`config.mk`:
```
export PLATFORM = sky130hd
export DESIGN_NAME = ifetch_prefetch_flat
export DESIGN_NICKNAME = d
export VERILOG_FILES = /design/src/rtl/ifetch_prefetch_pkg.sv /design/src/rtl/ifetch_prefetch_if.sv /design/src/rtl/ifetch_prefetch_fifo.sv /design/src/rtl/ifetch_prefetch.sv /design/src/flat_wrapper.sv
export SDC_FILE = /design/constraint.sdc
export NUM_CORES = 1
export LEC_CHECK = 0
export CORE_ASPECT_RATIO = 1.5
export CORE_MARGIN = 1.5
export CORE_UTILIZATION = 53
export CTS_BUF_LIST = sky130_fd_sc_hd__clkbuf_16
export DETAILED_ROUTE_END_ITERATION = 7
export MAX_ROUTING_LAYER = met4
export PLACE_DENSITY = 0.79
export SYNTH_ARGS = -nofsm -noshare
export SYNTH_HDL_FRONTEND = slang
export SYNTH_SLANG_ARGS = --single-unit
export TNS_END_PERCENT = 1
```
`constraint.sdc`:
```
create_clock -name clk -period 8.2 [get_ports clk]
set_input_delay 1.23 -clock clk [delete_from_list [all_inputs] [get_ports clk]]
set_output_delay 1.23 -clock clk [all_outputs]
set_load 0.01 [all_outputs]
```
`src/rtl/ifetch_prefetch_pkg.sv`:
```
// Shared constants for the prefetching fetch unit:
// default PC/reset values and MIPS field bit positions.
package ifetch_pkg;

  localparam int PC_WIDTH_DEF = 30;
  localparam logic [29:0] RESET_PC_DEF = 30'h0100_0000;

  localparam int OPC_MSB = 31;
  localparam int OPC_LSB = 26;
  localparam int RS_MSB  = 25;
  localparam int RS_LSB  = 21;
  localparam int RT_MSB  = 20;
  localparam int RT_LSB  = 16;
  localparam int RD_MSB  = 15;
  localparam int RD_LSB  = 11;
  localparam int SA_MSB  = 10;
  localparam int SA_LSB  = 6;
  localparam int FN_MSB  = 5;
  localparam int FN_LSB  = 0;
  localparam int OFF_MSB = 15;
  localparam int IDX_MSB = 25;

endpackage

```
`src/rtl/ifetch_prefetch_if.sv`:
```
// Fetch unit bus bundle: imem request/response,
// redirect, and the decode-side valid/ready handshake.
interface ifetch_prefetch_if #(
  parameter int PC_WIDTH       = 30,
  parameter int I_DATAWIDTH    = 32,
  parameter int I_ADDRESSWIDTH = 8
);

  logic                      imem_req;
  logic [I_ADDRESSWIDTH-1:0] imem_addr;
  logic [I_DATAWIDTH-1:0]    imem_rdata;
  logic                      redirect;
  logic [PC_WIDTH-1:0]       redirect_pc;
  logic                      instr_valid;
  logic                      instr_ready;
  logic [I_DATAWIDTH-1:0]    instr;
  logic [I_DATAWIDTH-1:0]    pc_out;

  modport master (
    output imem_req, imem_addr,
    output instr_valid, instr, pc_out,
    input  imem_rdata, redirect,
    input  redirect_pc, instr_ready
  );

  modport slave (
    input  imem_req, imem_addr,
    input  instr_valid, instr, pc_out,
    output imem_rdata, redirect,
    output redirect_pc, instr_ready
  );

endinterface

```
`src/rtl/ifetch_prefetch_fifo.sv`:
```
// Prefetch buffer: sync FIFO with extra-MSB pointers;
// flush empties it in the same cycle and beats push.
module fetch_fifo #(
  parameter int WIDTH = 62,
  parameter int DEPTH = 4
) (
  input  logic                   clk,
  input  logic                   resetn,
  input  logic                   push,
  input  logic                   pop,
  input  logic                   flush,
  input  logic [WIDTH-1:0]       din,
  output logic [WIDTH-1:0]       dout,
  output logic                   valid,
  output logic [$clog2(DEPTH):0] count
);

  localparam int AW = $clog2(DEPTH);

  logic [WIDTH-1:0] mem_q [DEPTH];
  logic [AW:0]      wptr_q, wptr_d;
  logic [AW:0]      rptr_q, rptr_d;

  // Pointer update; flush resets both pointers
  always_comb begin
    wptr_d = wptr_q;
    rptr_d = rptr_q;
    if (flush) begin
      wptr_d = '0;
      rptr_d = '0;
    end else begin
      if (push) wptr_d = wptr_q + 1'b1;
      if (pop)  rptr_d = rptr_q + 1'b1;
    end
  end

  // Pointer registers
  always_ff @(posedge clk or negedge resetn) begin
    if (!resetn) begin
      wptr_q <= '0;
      rptr_q <= '0;
    end else begin
      wptr_q <= wptr_d;
      rptr_q <= rptr_d;
    end
  end

  // Storage write; contents are masked while empty
  always_ff @(posedge clk) begin
    if (push && !flush) mem_q[wptr_q[AW-1:0]] <= din;
  end

  assign count = wptr_q - rptr_q;
  assign valid = (count != '0);
  assign dout  = mem_q[rptr_q[AW-1:0]];

endmodule

```
`src/rtl/ifetch_prefetch.sv`:
```
// Decoupled PC generator with credit-based issue into
// a prefetch FIFO; redirect flushes via epoch tagging.
module ifetch_prefetch
  import ifetch_pkg::*;
#(
  parameter int PC_WIDTH       = PC_WIDTH_DEF,
  parameter int I_DATAWIDTH    = 32,
  parameter int I_ADDRESSWIDTH = 8,
  parameter int FIFO_DEPTH     = 4,
  parameter logic [PC_WIDTH-1:0] RESET_PC =
    PC_WIDTH'(RESET_PC_DEF)
) (
  input  logic        clk,
  input  logic        resetn,
  ifetch_prefetch_if.master bus,
  output logic [5:0]  opcode,
  output logic [4:0]  rs,
  output logic [4:0]  rt,
  output logic [4:0]  rd,
  output logic [4:0]  sa,
  output logic [5:0]  func,
  output logic [15:0] offset,
  output logic [25:0] instr_index,
  output logic [$clog2(FIFO_DEPTH):0] fifo_count
);

  localparam int CW = $clog2(FIFO_DEPTH) + 1;
  localparam int EW = PC_WIDTH + I_DATAWIDTH;

  logic [PC_WIDTH-1:0] fetch_pc_q, fetch_pc_d;
  logic [PC_WIDTH-1:0] inflight_pc_q, inflight_pc_d;
  logic                inflight_q, inflight_d;
  logic                epoch_q, epoch_d;
  logic                inflight_epoch_q, inflight_epoch_d;

  logic                   pop, push, req;
  logic [CW:0]            occ;
  logic                   head_valid;
  logic [EW-1:0]          head_data;
  logic [PC_WIDTH-1:0]    head_pc;
  logic [PC_WIDTH-1:0]    link_pc;
  logic [I_DATAWIDTH-1:0] instr_w;

  // Credit check, handshake and next-state for PC/epoch
  always_comb begin
    pop  = head_valid & bus.instr_ready & ~bus.redirect;
    push = inflight_q & (inflight_epoch_q == epoch_q)
         & ~bus.redirect;
    occ  = {1'b0, fifo_count}
         + (CW+1)'(inflight_q) - (CW+1)'(pop);
    req  = resetn & ~bus.redirect
         & (occ < (CW+1)'(FIFO_DEPTH));
    fetch_pc_d       = fetch_pc_q;
    inflight_pc_d    = inflight_pc_q;
    inflight_d       = 1'b0;
    epoch_d          = epoch_q;
    inflight_epoch_d = inflight_epoch_q;
    if (bus.redirect) begin
      fetch_pc_d = bus.redirect_pc;
      epoch_d    = ~epoch_q;
    end else if (req) begin
      fetch_pc_d       = fetch_pc_q + 1'b1;
      inflight_d       = 1'b1;
      inflight_pc_d    = fetch_pc_q;
      inflight_epoch_d = epoch_q;
    end
  end

  // Fetch state registers
  always_ff @(posedge clk or negedge resetn) begin
    if (!resetn) begin
      fetch_pc_q       <= RESET_PC;
      inflight_pc_q    <= '0;
      inflight_q       <= 1'b0;
      epoch_q          <= 1'b0;
      inflight_epoch_q <= 1'b0;
    end else begin
      fetch_pc_q       <= fetch_pc_d;
      inflight_pc_q    <= inflight_pc_d;
      inflight_q       <= inflight_d;
      epoch_q          <= epoch_d;
      inflight_epoch_q <= inflight_epoch_d;
    end
  end

  fetch_fifo #(
    .WIDTH (EW),
    .DEPTH (FIFO_DEPTH)
  ) u_fifo (
    .clk    (clk),
    .resetn (resetn),
    .push   (push),
    .pop    (pop),
    .flush  (bus.redirect),
    .din    ({inflight_pc_q, bus.imem_rdata}),
    .dout   (head_data),
    .valid  (head_valid),
    .count  (fifo_count)
  );

  assign head_pc = head_data[EW-1:I_DATAWIDTH];
  assign link_pc = head_pc + 1'b1;
  assign instr_w = head_valid
                 ? head_data[I_DATAWIDTH-1:0] : '0;

  assign bus.imem_req    = req;
  assign bus.imem_addr   = fetch_pc_q[I_ADDRESSWIDTH-1:0];
  assign bus.instr_valid = head_valid;
  assign bus.instr       = instr_w;
  assign bus.pc_out      = head_valid
                         ? I_DATAWIDTH'({link_pc, 2'b00})
                         : '0;

  assign opcode      = instr_w[OPC_MSB:OPC_LSB];
  assign rs          = instr_w[RS_MSB:RS_LSB];
  assign rt          = instr_w[RT_MSB:RT_LSB];
  assign rd          = instr_w[RD_MSB:RD_LSB];
  assign sa          = instr_w[SA_MSB:SA_LSB];
  assign func        = instr_w[FN_MSB:FN_LSB];
  assign offset      = instr_w[OFF_MSB:0];
  assign instr_index = instr_w[IDX_MSB:0];

endmodule

```
`src/flat_wrapper.sv`:
```
// flat-port wrapper written by rule: the top's interface ports become plain ports
module ifetch_prefetch_flat import ifetch_pkg::*;
#(
  parameter int PC_WIDTH       = PC_WIDTH_DEF,
  parameter int I_DATAWIDTH    = 32,
  parameter int I_ADDRESSWIDTH = 8,
  parameter int FIFO_DEPTH     = 4,
  parameter logic [PC_WIDTH-1:0] RESET_PC =
    PC_WIDTH'(RESET_PC_DEF)
)
  (clk, resetn, opcode, rs, rt, rd, sa, func, offset, instr_index, fifo_count, bus_imem_req, bus_imem_addr, bus_instr_valid, bus_instr, bus_pc_out, bus_imem_rdata, bus_redirect, bus_redirect_pc, bus_instr_ready);
  ifetch_prefetch_if #(.PC_WIDTH(PC_WIDTH), .I_DATAWIDTH(I_DATAWIDTH), .I_ADDRESSWIDTH(I_ADDRESSWIDTH)) bus_i ();
  input  logic clk;
  input  logic resetn;
  output logic [5:0] opcode;
  output logic [4:0] rs;
  output logic [4:0] rt;
  output logic [4:0] rd;
  output logic [4:0] sa;
  output logic [5:0] func;
  output logic [15:0] offset;
  output logic [25:0] instr_index;
  output logic [$clog2(FIFO_DEPTH):0] fifo_count;
  output wire logic [$bits(bus_i.imem_req)-1:0] bus_imem_req;
  output wire logic [$bits(bus_i.imem_addr)-1:0] bus_imem_addr;
  output wire logic [$bits(bus_i.instr_valid)-1:0] bus_instr_valid;
  output wire logic [$bits(bus_i.instr)-1:0] bus_instr;
  output wire logic [$bits(bus_i.pc_out)-1:0] bus_pc_out;
  input wire logic [$bits(bus_i.imem_rdata)-1:0] bus_imem_rdata;
  input wire logic [$bits(bus_i.redirect)-1:0] bus_redirect;
  input wire logic [$bits(bus_i.redirect_pc)-1:0] bus_redirect_pc;
  input wire logic [$bits(bus_i.instr_ready)-1:0] bus_instr_ready;
  assign bus_imem_req = bus_i.imem_req;
  assign bus_imem_addr = bus_i.imem_addr;
  assign bus_instr_valid = bus_i.instr_valid;
  assign bus_instr = bus_i.instr;
  assign bus_pc_out = bus_i.pc_out;
  assign bus_i.imem_rdata = bus_imem_rdata;
  assign bus_i.redirect = bus_redirect;
  assign bus_i.redirect_pc = bus_redirect_pc;
  assign bus_i.instr_ready = bus_instr_ready;
  ifetch_prefetch #(.PC_WIDTH(PC_WIDTH), .I_DATAWIDTH(I_DATAWIDTH), .I_ADDRESSWIDTH(I_ADDRESSWIDTH), .FIFO_DEPTH(FIFO_DEPTH), .RESET_PC(RESET_PC)) u_core (.clk(clk), .resetn(resetn), .bus(bus_i), .opcode(opcode), .rs(rs), .rt(rt), .rd(rd), .sa(sa), .func(func), .offset(offset), .instr_index(instr_index), .fifo_count(fifo_count));
endmodule
```
==> results of run 1 <==
per-layer routing:
metal  GRT usage  vias to the layer above  wire (um)
met5           -                        -          0
met4     0.06687                        0        756
met3     0.02237                       53       1458
met2      0.3789                      312      15360
met1      0.2496                     4183      10970
li1            -                     3770          -
power by group through the flow:
stage | Sequential [W] | Clock (W) | Combinational (W)
after floorplan | 0.00212 | 0 | 0.00207
after global placement | 0.00221 | 0 | 0.00311
after detailed placement | 0.00223 | 0 | 0.00316
after CTS | 0.00219 | 0.00140 | 0.00318
after global routing | 0.00222 | 0.00145 | 0.00338
final | 0.00219 | 0.00137 | 0.00315
registers in the layout, indices dropped and copies added (netlist names):
name,count
u_core.epoch_q,1
u_core.fetch_pc_q,30
u_core.inflight_epoch_q,1
u_core.inflight_pc_q,30
u_core.inflight_q,1
u_core.u_fifo.mem_q,248
u_core.u_fifo.rptr_q,3
u_core.u_fifo.wptr_q,3
metrics by stage:
step                total power, W  utilization  setup WS (ns)  instance area [um2]
finish                    0.006711       0.6435         0.8727                16990
global route              0.007060       0.6435         0.5365                16990
CTS                       0.006766       0.6435         0.8577                16990
detailed placement        0.005390       0.6061          1.432                16000
global placement          0.005312       0.6061          1.606                16000
floorplan                 0.004189            -          3.151                14200
critical path, cell delays in order, from the launching register on:
cell and delay, ns:
dfrtp_4 0.72, ha_1 0.30, fa_1 0.37, xnor3_1 0.52, and3_1 0.99, inv_1 0.18, nand2_1 0.19, nor2_1 0.06
ha_1 0.19, inv_1 0.05, ha_1 0.21, and3b_1 0.19, or2_2 0.31, o31ai_2 0.47, nand2_1 0.16, inv_1 0.11
clkdlybuf4s50_1 0.55
final cells by class:
class	count	area, um2
fillers	1873	9410
flip-flops and latches	317	9180
multi-input cells	457	4121
repair buffers	224	2212
clock buffers	30	750.7
well taps	337	421.7
clock inverters	22	236.5
inverters	17	63.81
Yosys cell counts, types with 4 or more instances:
cell type / instances / area, um2
edfxtp_1: 248 / 7447
buf_4: 86 / 645.6
dfrtp_1: 68 / 1702
mux4_2: 60 / 1351
nand2_1: 52 / 195.2
and2_1: 44 / 275.3
o311ai_0: 34 / 297.8
nand3_1: 30 / 150.1
clkbuf_1: 28 / 105.1
mux2_2: 28 / 315.3
nor2_1: 25 / 93.84
o21ai_0: 21 / 105.1
nand4_1: 18 / 112.6
a21oi_1: 17 / 85.08
inv_1: 17 / 63.81
and3_1: 12 / 75.07
and4_1: 12 / 105.1
ha_1: 11 / 137.6
xnor2_1: 11 / 96.34
xor2_1: 11 / 96.34
o211ai_1: 8 / 60.06
or3_1: 8 / 50.05
buf_2: 7 / 35.03
buf_1: 5 / 18.77
or4_1: 5 / 37.54
a221o_1: 4 / 40.04
a31oi_1: 4 / 25.02
nor3_1: 4 / 20.02
cells by family (layout without fill, tap and decap cells):
| family | count (synthesis) | after routing |
|---|---|---|
| DFF | 317 | 317 |
| and+or+nand+nor | 228 | 228 |
| buffers and inverters | 146 | 293 |
| AOI/OAI and AO/OA | 102 | 102 |
| muxes | 90 | 90 |
| xor gates and xnor gates | 23 | 23 |
| adders and majority gates | 12 | 12 |
| other | 1 | 2 |
final timing paths:
path / start / endpoint / slack (ns) / cells after the start
max: u_core.u_fifo.rptr_q[0] / bus_imem_req / 0.87 / 16
min reg2reg: u_core.inflight_pc_q[9] / u_core.u_fifo.mem_q[3][41] / 0.52 / 0
max reg2reg: u_core.u_fifo.rptr_q[0] / u_core.fetch_pc_q[23] / 2.36 / 16
min in group asynchronous: resetn / u_core.inflight_pc_q[3] / 0.76 / 1
max in group asynchronous: resetn / u_core.fetch_pc_q[24] / 6.44 / 2
min: u_core.inflight_pc_q[9] / u_core.u_fifo.mem_q[3][41] / 0.52 / 0
==> flow_metrics.py, run 1 <==
metrics = {
    "timing": {
        "finClkSkew_ns": 0.01148,
        "finalSetupViolCount": 0,
        "fin_tns_setup_ns": 0,
        "min_period_ns": 7.327,
        "rsz0062_at_grt": "false",
        "fmax_mhz": 136.5,
        "whs_ns": 0.5158,
        "max_slew_margin": 0.2067,
        "tightest_slew_ns": 1.190,
        "hold_violations": 0,
        "final_max_slew_viol_count": 0,
        "fin_crit_sh": 0.8936,
    },
    "die": {
        "die_h_um": 203.5,
        "rows": 73,
        "die_width_um": 136.6,
        "start_util": 0.5379,
        "io-pin-count": 217,
        "core_area_mm2": 0.02640,
        "die_area_mm2": 0.02780,
    },
    "yosys": {
        "ys_warn_count": 0,
        "synth-seq-cells": 317,
        "ys_async_sr_fraction": 0.2177,
        "synth_fa_ha_area_frac": 0.01110,
        "synth_xor_xnor_area_share": 0.01516,
        "yosysSeqAreaShare": 0.6462,
        "post_synth.cell_area_avg_um2": 15.45,
        "synth_cell_type_count": 61,
        "synth_edf_count": 248,
        "synth_compound_area_frac": 0.05199,
        "synth_top_family_by_area": "multiplexers",
        "yosys_most_used_dff": "edfxtp_1",
        "synthSimpleGateAreaFrac": 0.09006,
        "syn_area_mm2": 0.01420,
        "synthMuxAreaShare": 0.1211,
        "netlist_instances": 919,
    },
    "clock_network": {
        "clock_latency_ns": 0.54,
        "clkTransAtPathRegs_ns": 0.07,
        "clock-sinks": 317,
        "cts.repair.resized": 0,
        "cts-root-buf": "clkbuf_16",
        "cts_tree": "yes",
        "htree_levels": 1,
        "cts_made_buffers": 28,
        "cts_buffer_depth": 3,
        "cts_hold_buffers": 0,
        "cts_setup_buffers": 0,
    },
    "critical_path": {
        "worst_ep_required_time_ns": 6.97,
        "crit_path_end_kind": "output port",
        "criticalPathCategory": "reg2out",
        "cp_max_fo": 32,
        "arrival_ns": 6.10,
        "startpoint_type": "register",
    },
    "routing": {
        "wl_mm": 28.55,
        "num_vias": 8318,
        "dr.pass1.iters": 5,
        "drcViolationCount": 0,
        "avgViaCountPerCell": 5.925,
        "wire_per_inst_um": 20.33,
        "ant_nets": 0,
        "drt_iter0_drc": 461,
    },
    "power_and_ir_drop": {
        "p_seq_frac": 0.327,
        "internal-power_w": 0.004452,
        "clockPowerShare": 0.204,
        "ir_drop_v": 0.0002470,
        "power_switching_w": 0.002259,
        "powerDensity_mw_per_mm2": 395.1,
        "netSwitchingFraction": 0.3366,
        "comb_power_share": 0.469,
        "leakage_nw": 5.707,
    },
    "grt": {
        "overflow": 0,
        "grt_usage": 0.2119,
        "grt_pass1_wl_mm": 44.10,
        "grt_max_degree": 65,
        "grt_pass1_vias": 8274,
        "antenna_found_initial": 0,
    },
    "cells_and_area": {
        "drive_gt1_frac": 0.1518,
        "syn_to_final_growth_pct": 19.63,
        "final_common_cell": "edfxtp_1",
        "layout_common_cells": "248 x edfxtp_1, 213 x clkdlybuf4s50_1, 66 x dfrtp_1",
        "stdcell_count": 1404,
        "finalNetCount": 1123,
        "num_antenna_cells": 0,
    },
    "place": {
        "placed_cells": 1352,
        "portBuffers": 214,
        "gp_routability_congestion": 0.8726,
        "hpwl_mm": 17.87,
    },
    "flow_run": {
        "maxCapViolations": 0,
    },
    "outcome": {
        "status": "complete, no violations",
    },
    "min_path": {
        "holdCritPathClass": "reg2reg",
    },
}
Power figures use the tool's default switching activity.
==> run 2: changes to the inputs <==
--- a/config.mk
+++ b/config.mk
@@ -8,7 +8,6 @@
 export CORE_ASPECT_RATIO = 1.5
 export CORE_MARGIN = 1.5
 export CORE_UTILIZATION = 53
-export CTS_BUF_LIST = sky130_fd_sc_hd__clkbuf_16
 export DETAILED_ROUTE_END_ITERATION = 7
 export MAX_ROUTING_LAYER = met4
 export PLACE_DENSITY = 0.79
==> flow_metrics.py, run 2 (same netlist as run 1, synthesis figures left out) <==
metrics = {
    "critical_path": {
        "r2r_start": "u_core.u_fifo.rptr_q[0]",
        "rrSetupSlack_ns": 2.38,
        "worst_ep_required_time_ns": 6.97,
        "arrival_ns": 6.06,
        "criticalPathCategory": "reg2out",
        "cp_max_fo": 32,
        "crit_path_end_kind": "output port",
        "startpoint_type": "register",
        "worstRegToRegCells": 16,
        "timing.rr.end": "u_core.fetch_pc_q[23]",
    },
    "grt": {
        "overflow": 0,
        "grt_busiest_layer": "met2",
        "grt_pass1_wl_mm": 44.17,
        "met1_usage": 0.2496,
        "antenna_found_initial": 0,
        "grt_pass1_vias": 8282,
        "grt_usage": 0.2123,
        "grt_max_degree": 65,
        "gr-usage-met3": 0.02212,
        "grt_use_met2": 0.3796,
    },
    "outcome": {
        "status": "complete, no violations",
    },
    "timing": {
        "finalSetupViolCount": 0,
        "rsz0062_at_grt": "false",
        "max_slew_margin": 0.2274,
        "fin_tns_setup_ns": 0,
        "min_period_ns": 7.295,
        "fmax_mhz": 137.1,
        "timing.final.ws_setup_ns": 0.9051,
        "finClkSkew_ns": 0.01219,
        "hold_violations": 0,
        "final_max_slew_viol_count": 0,
        "fin_crit_sh": 0.8896,
        "tightest_slew_ns": 1.159,
    },
    "place": {
        "placed_cells": 1352,
        "hpwl_mm": 17.87,
        "gp_routability_congestion": 0.8726,
        "portBuffers": 214,
        "place_ws_ns": 1.432,
    },
    "power_and_ir_drop": {
        "powerDensity_mw_per_mm2": 395.5,
        "ir_drop_v": 0.0002454,
        "total_power_w": 0.006722,
        "leakage_nw": 5.697,
    },
    "clock_network": {
        "cts_hold_buffers": 0,
        "clkTransAtPathRegs_ns": 0.07,
        "cts_tree": "yes",
        "htree_levels": 1,
        "cts.repair.resized": 0,
        "cts_setup_buffers": 0,
        "cts_made_buffers": 28,
        "cts-root-buf": "clkbuf_16",
        "clock-sinks": 317,
        "cts_buffer_depth": 3,
        "clock_latency_ns": 0.54,
    },
    "routing": {
        "drt_iter0_drc": 429,
        "ant_nets": 0,
        "num_vias": 8304,
        "drcViolationCount": 0,
        "wire_per_inst_um": 20.34,
        "dr.pass1.iters": 5,
        "wl_mm": 28.56,
        "avgViaCountPerCell": 5.915,
    },
    "die": {
        "io-pin-count": 217,
        "start_util": 0.5379,
        "die_area_mm2": 0.02780,
        "die_width_um": 136.6,
        "rows": 73,
        "die_h_um": 203.5,
        "core_area_mm2": 0.02640,
    },
    "cells_and_area": {
        "drive_gt1_frac": 0.1518,
        "num-fill-cells": 1869,
        "finalNetCount": 1123,
        "largest_register_ffs": 248,
        "syn_to_final_growth_pct": 19.70,
        "layout_common_cells": "248 x edfxtp_1, 213 x clkdlybuf4s50_1, 66 x dfrtp_1",
        "final_common_cell": "edfxtp_1",
        "num_antenna_cells": 0,
        "utilization": 0.6439,
        "stdcell_count": 1404,
    },
    "flow_run": {
        "maxCapViolations": 0,
    },
    "min_path": {
        "holdCritPathClass": "reg2reg",
        "min_from": "u_core.epoch_q",
        "min_to": "u_core.epoch_q",
        "whs_path_depth": 1,
    },
}
## run 2: changes by cell type in the layout (fill, tap and decap cells not counted)
cell	delta
clkbuf_1	+3
inv_1	-3
clkbuf_8	+1
inv_2	-1
## run 2: worst max-delay path, cell delays in order, from the launching register on
cell	delay [ns]
dfrtp_4	0.72
ha_1	0.30
fa_1	0.37
xnor3_1	0.52
and3_1	0.97
inv_1	0.18
nand2_1	0.19
nor2_1	0.06
ha_1	0.19
inv_1	0.05
ha_1	0.21
and3b_1	0.18
or2_2	0.31
o31ai_2	0.47
nand2_1	0.15
inv_1	0.10
clkdlybuf4s50_1	0.55
## run 2: how the worst max path moves through the flow
| stage | from | endpoint | slack [ns] | cells past startpoint |
|---|---|---|---|---|
| after floorplan | u_core.u_fifo.wptr_q[0] | bus_imem_req | 3.15 | 17 |
| final | u_core.u_fifo.rptr_q[0] | bus_imem_req | 0.91 | 16 |
| after global routing | u_core.u_fifo.rptr_q[0] | bus_imem_req | 0.54 | 16 |
| after detailed placement | u_core.u_fifo.rptr_q[0] | bus_imem_req | 1.43 | 16 |
| after CTS | u_core.u_fifo.rptr_q[0] | bus_imem_req | 0.86 | 16 |
| after global placement | u_core.u_fifo.rptr_q[0] | bus_imem_req | 1.61 | 16 |
## run 2: metrics by stage
stage	instance area [um2]	hold WS [ns]
final	17000	0.5167
after global routing	17000	0.5377
after CTS	17000	0.5194
after detailed placement	16000	0.5037
after global placement	16000	0.4853
after floorplan	14200	0.4700
## run 2: area by class of cell
type / count / area (um2) / area share
Sequential cell: 317 / 9180 / 0.5401
Multi-Input combinational cell: 457 / 4121 / 0.2425
Timing Repair Buffer: 224 / 2212 / 0.1302
Clock buffer: 34 / 775.7 / 0.04564
Tap cell: 337 / 421.7 / 0.02481
Clock inverter: 18 / 221.5 / 0.01303
Inverter: 17 / 63.81 / 0.003754
## run 2: power by group
group	switching, W	internal, W
Combinational	0.00148	0.00167
Sequential	0.000207	0.00199
Clock	0.000574	0.000809
## run 2: layer usage
metal | wire length (um) | share of wire
met3 | 1336 | 0.047
met5 | 0 | 0
met2 | 15460 | 0.54
met1 | 11010 | 0.39
met4 | 760 | 0.027
==> run 3: changes to the inputs <==
--- a/config.mk
+++ b/config.mk
@@ -6,7 +6,7 @@
 export NUM_CORES = 1
 export LEC_CHECK = 0
 export CORE_ASPECT_RATIO = 1.5
-export CORE_MARGIN = 1.5
+export CORE_MARGIN = 2
 export CORE_UTILIZATION = 53
 export DETAILED_ROUTE_END_ITERATION = 7
 export MAX_ROUTING_LAYER = met4
==> flow_metrics.py, run 3 (same netlist as run 1, synthesis figures left out) <==
metrics = {
    "place": {
        "gp_routability_congestion": 0.8755,
        "hpwl_mm": 18.11,
        "portBuffers": 214,
    },
    "routing": {
        "drcViolationCount": 0,
        "ant_nets": 0,
        "wire_per_inst_um": 20.54,
        "dr.pass1.iters": 7,
        "avgViaCountPerCell": 5.952,
        "wl_met3_mm": 1.736,
        "top_layer": "met4",
        "met2WireLength_mm": 15.65,
        "wl_mm": 28.79,
        "drt_iter0_drc": 572,
        "num_vias": 8345,
        "wl_met1_mm": 10.79,
    },
    "power_and_ir_drop": {
        "total_power_w": 0.006735,
        "powerDensity_mw_per_mm2": 396.7,
        "leakage_nw": 5.692,
        "ir_drop_v": 0.0002845,
    },
    "grt": {
        "grt_max_degree": 65,
        "grt_pass1_wl_mm": 44.09,
        "grt_pass1_vias": 8182,
        "overflow": 0,
        "grt_usage": 0.2092,
        "antenna_found_initial": 0,
    },
    "critical_path": {
        "cp_top_family": "buffers and inverters",
        "crit_buf_inv": 5,
        "arrival_ns": 5.47,
        "crit_path_end_kind": "output port",
        "critPathMaxStageDelay_ns": 0.69,
        "cp_max_fo": 30,
        "startpoint_type": "register",
        "criticalPathCategory": "reg2out",
        "worst_ep_required_time_ns": 6.97,
        "worstPathCellList": "ha_1, fa_1, xnor3_1, and3_1, buf_4, inv_1, nand2_1, nor2_1, ha_1, inv_1, ha_1, and3b_1, or2_2, o31ai_2, nand2_1, inv_1, clkdlybuf4s50_1",
        "slowest_stage": "dfrtp_4",
    },
    "clock_network": {
        "cts.repair.resized": 0,
        "cts-root-buf": "clkbuf_16",
        "cts_made_buffers": 28,
        "clock_latency_ns": 0.54,
        "clkTransAtPathRegs_ns": 0.06,
        "clock-sinks": 317,
        "cts_hold_buffers": 0,
        "cts_tree": "yes",
        "htree_levels": 1,
        "cts_setup_buffers": 0,
        "cts_buffer_depth": 3,
    },
    "cells_and_area": {
        "utilization": 0.6432,
        "final_common_cell": "edfxtp_1",
        "finalNetCount": 1124,
        "layout_common_cells": "248 x edfxtp_1, 213 x clkdlybuf4s50_1, 66 x dfrtp_1",
        "drive_gt1_frac": 0.1455,
        "largest_register_ffs": 248,
        "syn_to_final_growth_pct": 19.58,
        "num_antenna_cells": 0,
    },
    "die": {
        "rows": 73,
        "die_h_um": 204.5,
        "start_util": 0.5379,
        "die_width_um": 137.6,
        "io-pin-count": 217,
        "die_area_mm2": 0.02814,
        "core_area_mm2": 0.02640,
    },
    "timing": {
        "fmax_mhz": 149.3,
        "finalSetupViolCount": 0,
        "min_period_ns": 6.699,
        "finClkSkew_ns": 0.009404,
        "max_slew_margin": 0.2742,
        "final_max_slew_viol_count": 0,
        "hold_violations": 0,
        "fin_crit_sh": 0.8169,
        "rsz0062_at_grt": "false",
        "tightest_slew_ns": 1.089,
        "fin_tns_setup_ns": 0,
    },
    "outcome": {
        "status": "complete, no violations",
    },
    "flow_run": {
        "maxCapViolations": 0,
    },
    "min_path": {
        "holdCritPathClass": "reg2reg",
    },
}
[run 3: cell count changes in the layout (fill, tap and decap cells not counted)]
cell,previous run,this run
buf_4,10,11
bufinv_16,4,6
clkbuf_1,3,7
clkbuf_16,30,29
clkbuf_8,1,0
clkinv_1,0,1
clkinv_4,3,0
clkinvlp_2,0,1
clkinvlp_4,3,0
inv_4,1,0
inv_6,3,0
inv_8,0,1
[run 3: final timing paths]
kind,startpoint,endpoint,slack [ns],cells after the start
max,u_core.u_fifo.rptr_q[0],bus_imem_req,1.50,17
min,u_core.inflight_pc_q[14],u_core.u_fifo.mem_q[3][46],0.51,0
max reg2reg,u_core.u_fifo.rptr_q[0],u_core.fetch_pc_q[23],2.97,17
min reg2reg,u_core.inflight_pc_q[14],u_core.u_fifo.mem_q[3][46],0.51,0
max in group asynchronous,resetn,u_core.u_fifo.rptr_q[0],6.40,2
min in group asynchronous,resetn,u_core.fetch_pc_q[14],0.73,1
[run 3: metal layers]
| layer | track usage | vias to the layer above |
|---|---|---|
| met2 | 0.3790 | 340 |
| met1 | 0.2443 | 4200 |
| met5 | - | - |
| li1 | - | 3757 |
| met3 | 0.02555 | 48 |
| met4 | 0.05560 | 0 |
[run 3: report_power, final]
| group | internal [W] | leakage, nW | total [W] | switching [W] |
|---|---|---|---|---|
| registers | 0.00199 | 3.09 | 0.00219 | 0.000206 |
| logic | 0.00168 | 2.13 | 0.00316 | 0.00148 |
| clock network | 0.000835 | 0.474 | 0.00138 | 0.000549 |
[run 3: cell type report]
| class | count | area [um2] |
|---|---|---|
| clock buffers | 36 | 752.0 |
| repair buffers | 225 | 2220 |
| flip-flops and latches | 317 | 9180 |
| well taps | 337 | 421.7 |
| multi-input cells | 457 | 4121 |
| fillers | 1922 | 9418 |
| inverters | 17 | 63.81 |
| clock inverters | 13 | 220.2 |
[run 3: stage by stage]
| step | instance area, um2 | hold slack, ns | instances | setup slack [ns] |
|---|---|---|---|---|
| floorplan | 14200 | 0.4700 | 920 | 3.151 |
| global placement | 16010 | 0.4842 | 1353 | 2.159 |
| detailed placement | 16010 | 0.4998 | 1353 | 2.064 |
| CTS | 16980 | 0.5130 | 1402 | 1.472 |
| global route | 16980 | 0.5405 | 1402 | 1.199 |
| finish | 16980 | 0.5109 | 1402 | 1.501 |
